===== config.mk =====
export PLATFORM = sky130hd
export DESIGN_NAME = clock_enable_gen
export DESIGN_NICKNAME = d
export VERILOG_FILES = /design/src/rtl/clock_enable_gen.sv
export SDC_FILE = /design/constraint.sdc
export NUM_CORES = 1
export LEC_CHECK = 0
export CAP_MARGIN = 25
export CORE_MARGIN = 2
export CORE_UTILIZATION = 50
export CTS_CLUSTER_DIAMETER = 120
export DETAILED_ROUTE_END_ITERATION = 10
export PLACE_DENSITY = 0.71
export SETUP_SLACK_MARGIN = 0.05
export SYNTH_ARGS = -nofsm -noshare
export SYNTH_HDL_FRONTEND = slang
export SYNTH_SLANG_ARGS = --single-unit
export TNS_END_PERCENT = 1

===== constraint.sdc =====
create_clock -name CLK_IN -period 4.37 [get_ports CLK_IN]
set_input_delay 0.6555 -clock CLK_IN [delete_from_list [all_inputs] [get_ports CLK_IN]]
set_output_delay 0.6555 -clock CLK_IN [all_outputs]
set_load 0.02 [all_outputs]

===== src/rtl/clock_enable_gen.sv =====
// NUM_CH fractional-rate (MULT/DIV) clock enables from phase accumulators, with a lock
// sequencer and validated runtime reconfiguration. Define CE_PHASE_EN to add CFG_PHASE preload.
module clock_enable_gen #(
    parameter int unsigned NUM_CH      = 2,
    parameter int unsigned ACC_W       = 16,
    parameter int unsigned LOCK_CYCLES = 16,
    parameter int unsigned DEF_MULT    = 2,
    parameter int unsigned DEF_DIV     = 10
) (
    input  logic                    CLK_IN,
    input  logic                    RESET,
    input  logic                    CFG_LOAD,
    input  logic [NUM_CH*ACC_W-1:0] CFG_MULT,
    input  logic [NUM_CH*ACC_W-1:0] CFG_DIV,
`ifdef CE_PHASE_EN
    input  logic [NUM_CH*ACC_W-1:0] CFG_PHASE,
`endif
    output logic [NUM_CH-1:0]       CE_OUT,
    output logic                    LOCKED,
    output logic                    CFG_ERR,
    output logic [1:0]              STATUS
);

    typedef enum logic [1:0] {
        StRst  = 2'd0,
        StWait = 2'd1,
        StRun  = 2'd2,
        StErr  = 2'd3
    } state_e;

    localparam int unsigned CntW = (LOCK_CYCLES > 1) ? $clog2(LOCK_CYCLES) : 1;
    localparam logic [CntW-1:0] LockLast = CntW'(LOCK_CYCLES - 1);

    state_e            state_q, state_d;
    logic [CntW-1:0]   cnt_q, cnt_d;
    logic              locked_q, locked_d;
    logic              err_q, err_d;
    logic [NUM_CH-1:0] ce_q, ce_d;

    logic [ACC_W-1:0]  mult_q [NUM_CH];
    logic [ACC_W-1:0]  mult_d [NUM_CH];
    logic [ACC_W-1:0]  div_q  [NUM_CH];
    logic [ACC_W-1:0]  div_d  [NUM_CH];
    logic [ACC_W-1:0]  acc_q  [NUM_CH];
    logic [ACC_W-1:0]  acc_d  [NUM_CH];

    logic [ACC_W-1:0]  ld_mult [NUM_CH];
    logic [ACC_W-1:0]  ld_div  [NUM_CH];
    logic [ACC_W-1:0]  ld_pre  [NUM_CH];
    logic [ACC_W:0]    sum     [NUM_CH];
    logic              cfg_ok;

    // Unpack the configuration buses and validate every channel at once.
    always_comb begin
        cfg_ok = 1'b1;
        for (int unsigned ch = 0; ch < NUM_CH; ch++) begin
            ld_mult[ch] = CFG_MULT[ch*ACC_W +: ACC_W];
            ld_div[ch]  = CFG_DIV[ch*ACC_W +: ACC_W];
`ifdef CE_PHASE_EN
            ld_pre[ch]  = CFG_PHASE[ch*ACC_W +: ACC_W];
            if (ld_pre[ch] >= ld_div[ch]) begin
                cfg_ok = 1'b0;
            end
`else
            ld_pre[ch]  = '0;
`endif
            if ((ld_div[ch] == '0) || (ld_mult[ch] > ld_div[ch])) begin
                cfg_ok = 1'b0;
            end
        end
    end

    // One extra bit keeps acc + MULT exact; acc < DIV holds so the remainder fits ACC_W.
    always_comb begin
        for (int unsigned ch = 0; ch < NUM_CH; ch++) begin
            sum[ch] = {1'b0, acc_q[ch]} + {1'b0, mult_q[ch]};
        end
    end

    always_comb begin
        state_d  = state_q;
        cnt_d    = cnt_q;
        locked_d = locked_q;
        err_d    = err_q;
        ce_d     = '0;
        mult_d   = mult_q;
        div_d    = div_q;
        acc_d    = acc_q;

        if (CFG_LOAD) begin
            locked_d = 1'b0;
            if (cfg_ok) begin
                mult_d  = ld_mult;
                div_d   = ld_div;
                acc_d   = ld_pre;
                err_d   = 1'b0;
                cnt_d   = '0;
                state_d = StWait;
            end else begin
                err_d   = 1'b1;
                state_d = StErr;
            end
        end else begin
            unique case (state_q)
                // The edge leaving RST counts as the first lock edge.
                StRst, StWait: begin
                    if (cnt_q == LockLast) begin
                        state_d  = StRun;
                        locked_d = 1'b1;
                    end else begin
                        state_d = StWait;
                        cnt_d   = cnt_q + 1'b1;
                    end
                end
                StRun: begin
                    for (int unsigned ch = 0; ch < NUM_CH; ch++) begin
                        if (sum[ch] >= {1'b0, div_q[ch]}) begin
                            acc_d[ch] = ACC_W'(sum[ch] - {1'b0, div_q[ch]});
                            ce_d[ch]  = 1'b1;
                        end else begin
                            acc_d[ch] = sum[ch][ACC_W-1:0];
                        end
                    end
                end
                StErr: begin
                    state_d = StErr;
                end
                default: begin
                    state_d = StRst;
                end
            endcase
        end
    end

    always_ff @(posedge CLK_IN) begin
        if (RESET) begin
            state_q  <= StRst;
            cnt_q    <= '0;
            locked_q <= 1'b0;
            err_q    <= 1'b0;
            ce_q     <= '0;
            for (int unsigned ch = 0; ch < NUM_CH; ch++) begin
                mult_q[ch] <= ACC_W'(DEF_MULT);
                div_q[ch]  <= ACC_W'(DEF_DIV);
                acc_q[ch]  <= '0;
            end
        end else begin
            state_q  <= state_d;
            cnt_q    <= cnt_d;
            locked_q <= locked_d;
            err_q    <= err_d;
            ce_q     <= ce_d;
            mult_q   <= mult_d;
            div_q    <= div_d;
            acc_q    <= acc_d;
        end
    end

    assign CE_OUT  = ce_q;
    assign LOCKED  = locked_q;
    assign CFG_ERR = err_q;
    assign STATUS  = state_q;

endmodule


==> summary.md <==
| Metric | Value |
|---|---|
| Outcome | `finished, final reports clean` |
| Critical path class | `reg -> reg` |
| Die Footprint | `0.0169 sq mm` |
| Top cell family by delay on the critical path | `simple AND/OR/NAND/NOR gates` |
| Ys async rst share | `0` |
| Starting Density | `0.504` |
| Drc violations | `0` |
| Worst-margin pin slew | `675 ps` |
| Yosys cell types | `69` |
| Sequential fraction of the synthesis area | `0.268` |
| Worst Setup End Kind | `flip-flop` |
| Fin. max-slew vios | `0` |
| Pre-Repair DR Iteration Count | `5` |
| Worst stage delay on the critical path | `450 ps` |
| ANT cells | `0` |
| Core Area | `0.0157 sq mm` |
| Cell Area, Synth | `0.00792 sq mm` |
| Total Nets Final | `1208` |
| Post-Syn Instances | `965` |
| Seq cells post-synth | `106` |
| Via count | `7188` |
| CP Cell Sequence | `ha_1 -> inv_1 -> fa_2 -> nor2b_4 -> o31a_1 -> o21a_1 -> a211oi_2 -> nor3_1 -> xor2_1 -> ha_1 -> nand4_1 -> nor4_1 -> o2111ai_1 -> and4b_2 -> buf_4 -> and3_1 -> a211o_1` |
| Maximum vdd drop | `0.195 mV` |
| Avg Inst Size Synth | `8.21 sq um` |
| TritonCTS clock tree | `yes` |
| Kind of start point of the critical path | `flip-flop` |
| Latest clock arrival within the worst-skew pair | `360 ps` |
| Worst Skew | `8.83 ps` |
| CP required | `4620 ps` |
| H-tree levels | `3` |
| Ports | `73` |
| Fin. Hold Viols | `0` |
| Die width | `130 um` |
| Crit share post-route | `0.952` |
| Fill cells | `1452` |
| Die Y | `130 um` |
| RSZ-0062 raised after global routing | `true` |
| Total clock buffers created by CTS | `9` |
| Slowest stage cell, crit path | `nor4_1` |
| Vias per inst | `5.70` |
| Layout cells sized above 1 | `0.0727` |
| Total number of cells along the worst setup path | `17` |
| Largest net degree at the start of global routing | `48` |
| Post-layout minimum cycle time | `4160 ps` |
| FF-to-FF path depth | `17` |
| Port-buffer cells | `72` |
| Max-slew headroom | `0.546` |
| FMAX | `0.240 GHz` |
| Final Non-Filler Cells | `1261` |
| Syn nets | `1133` |
| Clock root buffer master | `clkbuf_16` |
| Worst Path Buf+Inv | `2` |
| Placed insts | `1234` |
| Initial antenna violation count | `0` |
| Hold_buf cts | `0` |
| Synth top cells by count | `dfxtp_1, nor2_1, ha_1, inv_1, a21oi_1` |
| GR Overflow Total | `0` |
| Crit path DAT | `4410 ps` |
| Ys Warns | `0` |
| Tot GR Track Use | `0.249` |
| Area growth syn-to-layout | `17.8%` |
| Synth area leader | `dfxtp_1` |
| Power Dens Cells | `370 mW/mm^2` |
| Max Cap Violations | `0` |
| Clk slew on worst S/H paths | `70 ps` |
| Hold Crit Class | `reg -> reg` |
| Maximum root-to-sink buffer count | `2` |
| Final wirelength | `20.6 mm` |
| Area share of the largest cell type after synthesis | `0.268` |
| Wire per inst | `16.3 um` |
| Cell types occupying the most area after synthesis | `dfxtp_1, ha_1, mux2i_1` |
| Final setup vio count | `0` |
| Vias in the first global route | `6735` |
| Hold Path Depth | `2` |
| Setup TNS | `0 ps` |
| Antenna-violating nets left | `0` |
| Top FF cell, synth | `dfxtp_1` |
| DP HPWL | `15.8 mm` |
| RePlAce Congestion | `0.877` |
| CP dominant cell by count | `ha_1` |
| EDFF count, synth | `0` |
| Cell Rows | `46` |
| Clock sinks | `106` |
| Max FO, Critical Path | `5` |
| Most frequent cell after synthesis | `dfxtp_1` |
| LEAKAGE | `4.30 nW` |
| Global-route wire length before repair | `33.6 mm` |
| Initial DRC count | `515` |
path summary, 6_finish.rpt:
kind	slack [ps]	end	start
worst min-delay path	470	acc_q[22]	acc_q[22]
worst min register to register	470	acc_q[22]	acc_q[22]
worst max register to register	210	acc_q[15]	mult_q[0]
worst max-delay path	210	acc_q[15]	mult_q[0]
per-layer routing:
metal  part of all wire  track usage  vias up
met3              0.046       0.0303       27
li1                   -            -     3623
met5                  0            0        -
met2               0.43        0.390      177
met1               0.50        0.360     3361
met4              0.018       0.0772        0
registers in the layout, summed over array words and instances (netlist names):
signal and cells:
CE_OUT 2, CFG_ERR 1, LOCKED 1, STATUS 2
acc_q 32, cnt_q 4, div_q 32, mult_q 32
power breakdown:
group,total [mW],switching [mW],internal (mW)
Sequential,1.06,0.0363,1.02
Combinational,1.57,0.836,0.731
Clock,0.830,0.388,0.443
Total,3.46,1.26,2.20
tightest hold or removal path, stage by stage (launching register included):
cell     delay (ps)
dfxtp_1         310
nand3_1          60
o21ai_1          50
cell families (layout without fill, tap and decap cells):
family	Yosys count	in the layout	synth area share
mux	57	57	0.0728
xor+xnor	49	49	0.0542
compound gates	243	243	0.204
flops	106	106	0.268
fa+ha+maj	101	101	0.163
simple gates	286	286	0.174
buf+inv	123	203	0.0639
final cells by class:
cell class                 instances  area, sq um  share of cell area
clock buffer                       9          225              0.0241
sequential                       106         2120               0.227
tap                              216          270              0.0289
clock inverter                     7         70.1             0.00750
inverter                          88          330              0.0354
multi-input combinational        736         5360               0.574
timing repair buffer              99          960               0.103
repair_timing:
item / in CTS / in global routing
endpoints found under the setup margin: 0 / 28
setup buffers: 0 / 11
resized for setup: 0 / 13
cells in the final DEF, fill, tap and decap left out, types with 10 or more instances in the layout:
cell               n
dfxtp_1          106
nor2_1           101
ha_1              96
inv_1             88
a21oi_1           85
clkdlybuf4s50_1   71
mux2i_1           54
nand3_1           43
nor3_1            42
xnor2_1           32
nand2_1           23
buf_4             23
o21ai_0           21
a21o_1            20
o21ai_1           19
xor2_1            17
nand2b_1          14
nand4_1           14
a211o_1           10
nor2b_1           10
per-stage QoR:
stage | setup WS [ps] | hold WS (ps) | total power, mW | util | instance area [sq um]
floorplan | 685 | 435 | 2.22 | - | 7920
global placement | 246 | 446 | 2.52 | 0.566 | 8900
global route | 34.6 | 495 | 3.66 | 0.594 | 9340
detailed placement | 184 | 458 | 2.53 | 0.566 | 8900
finish | 209 | 465 | 3.46 | 0.594 | 9340
CTS | 142 | 471 | 3.37 | 0.585 | 9200
Note: power is estimated with default switching activity, not from simulation.
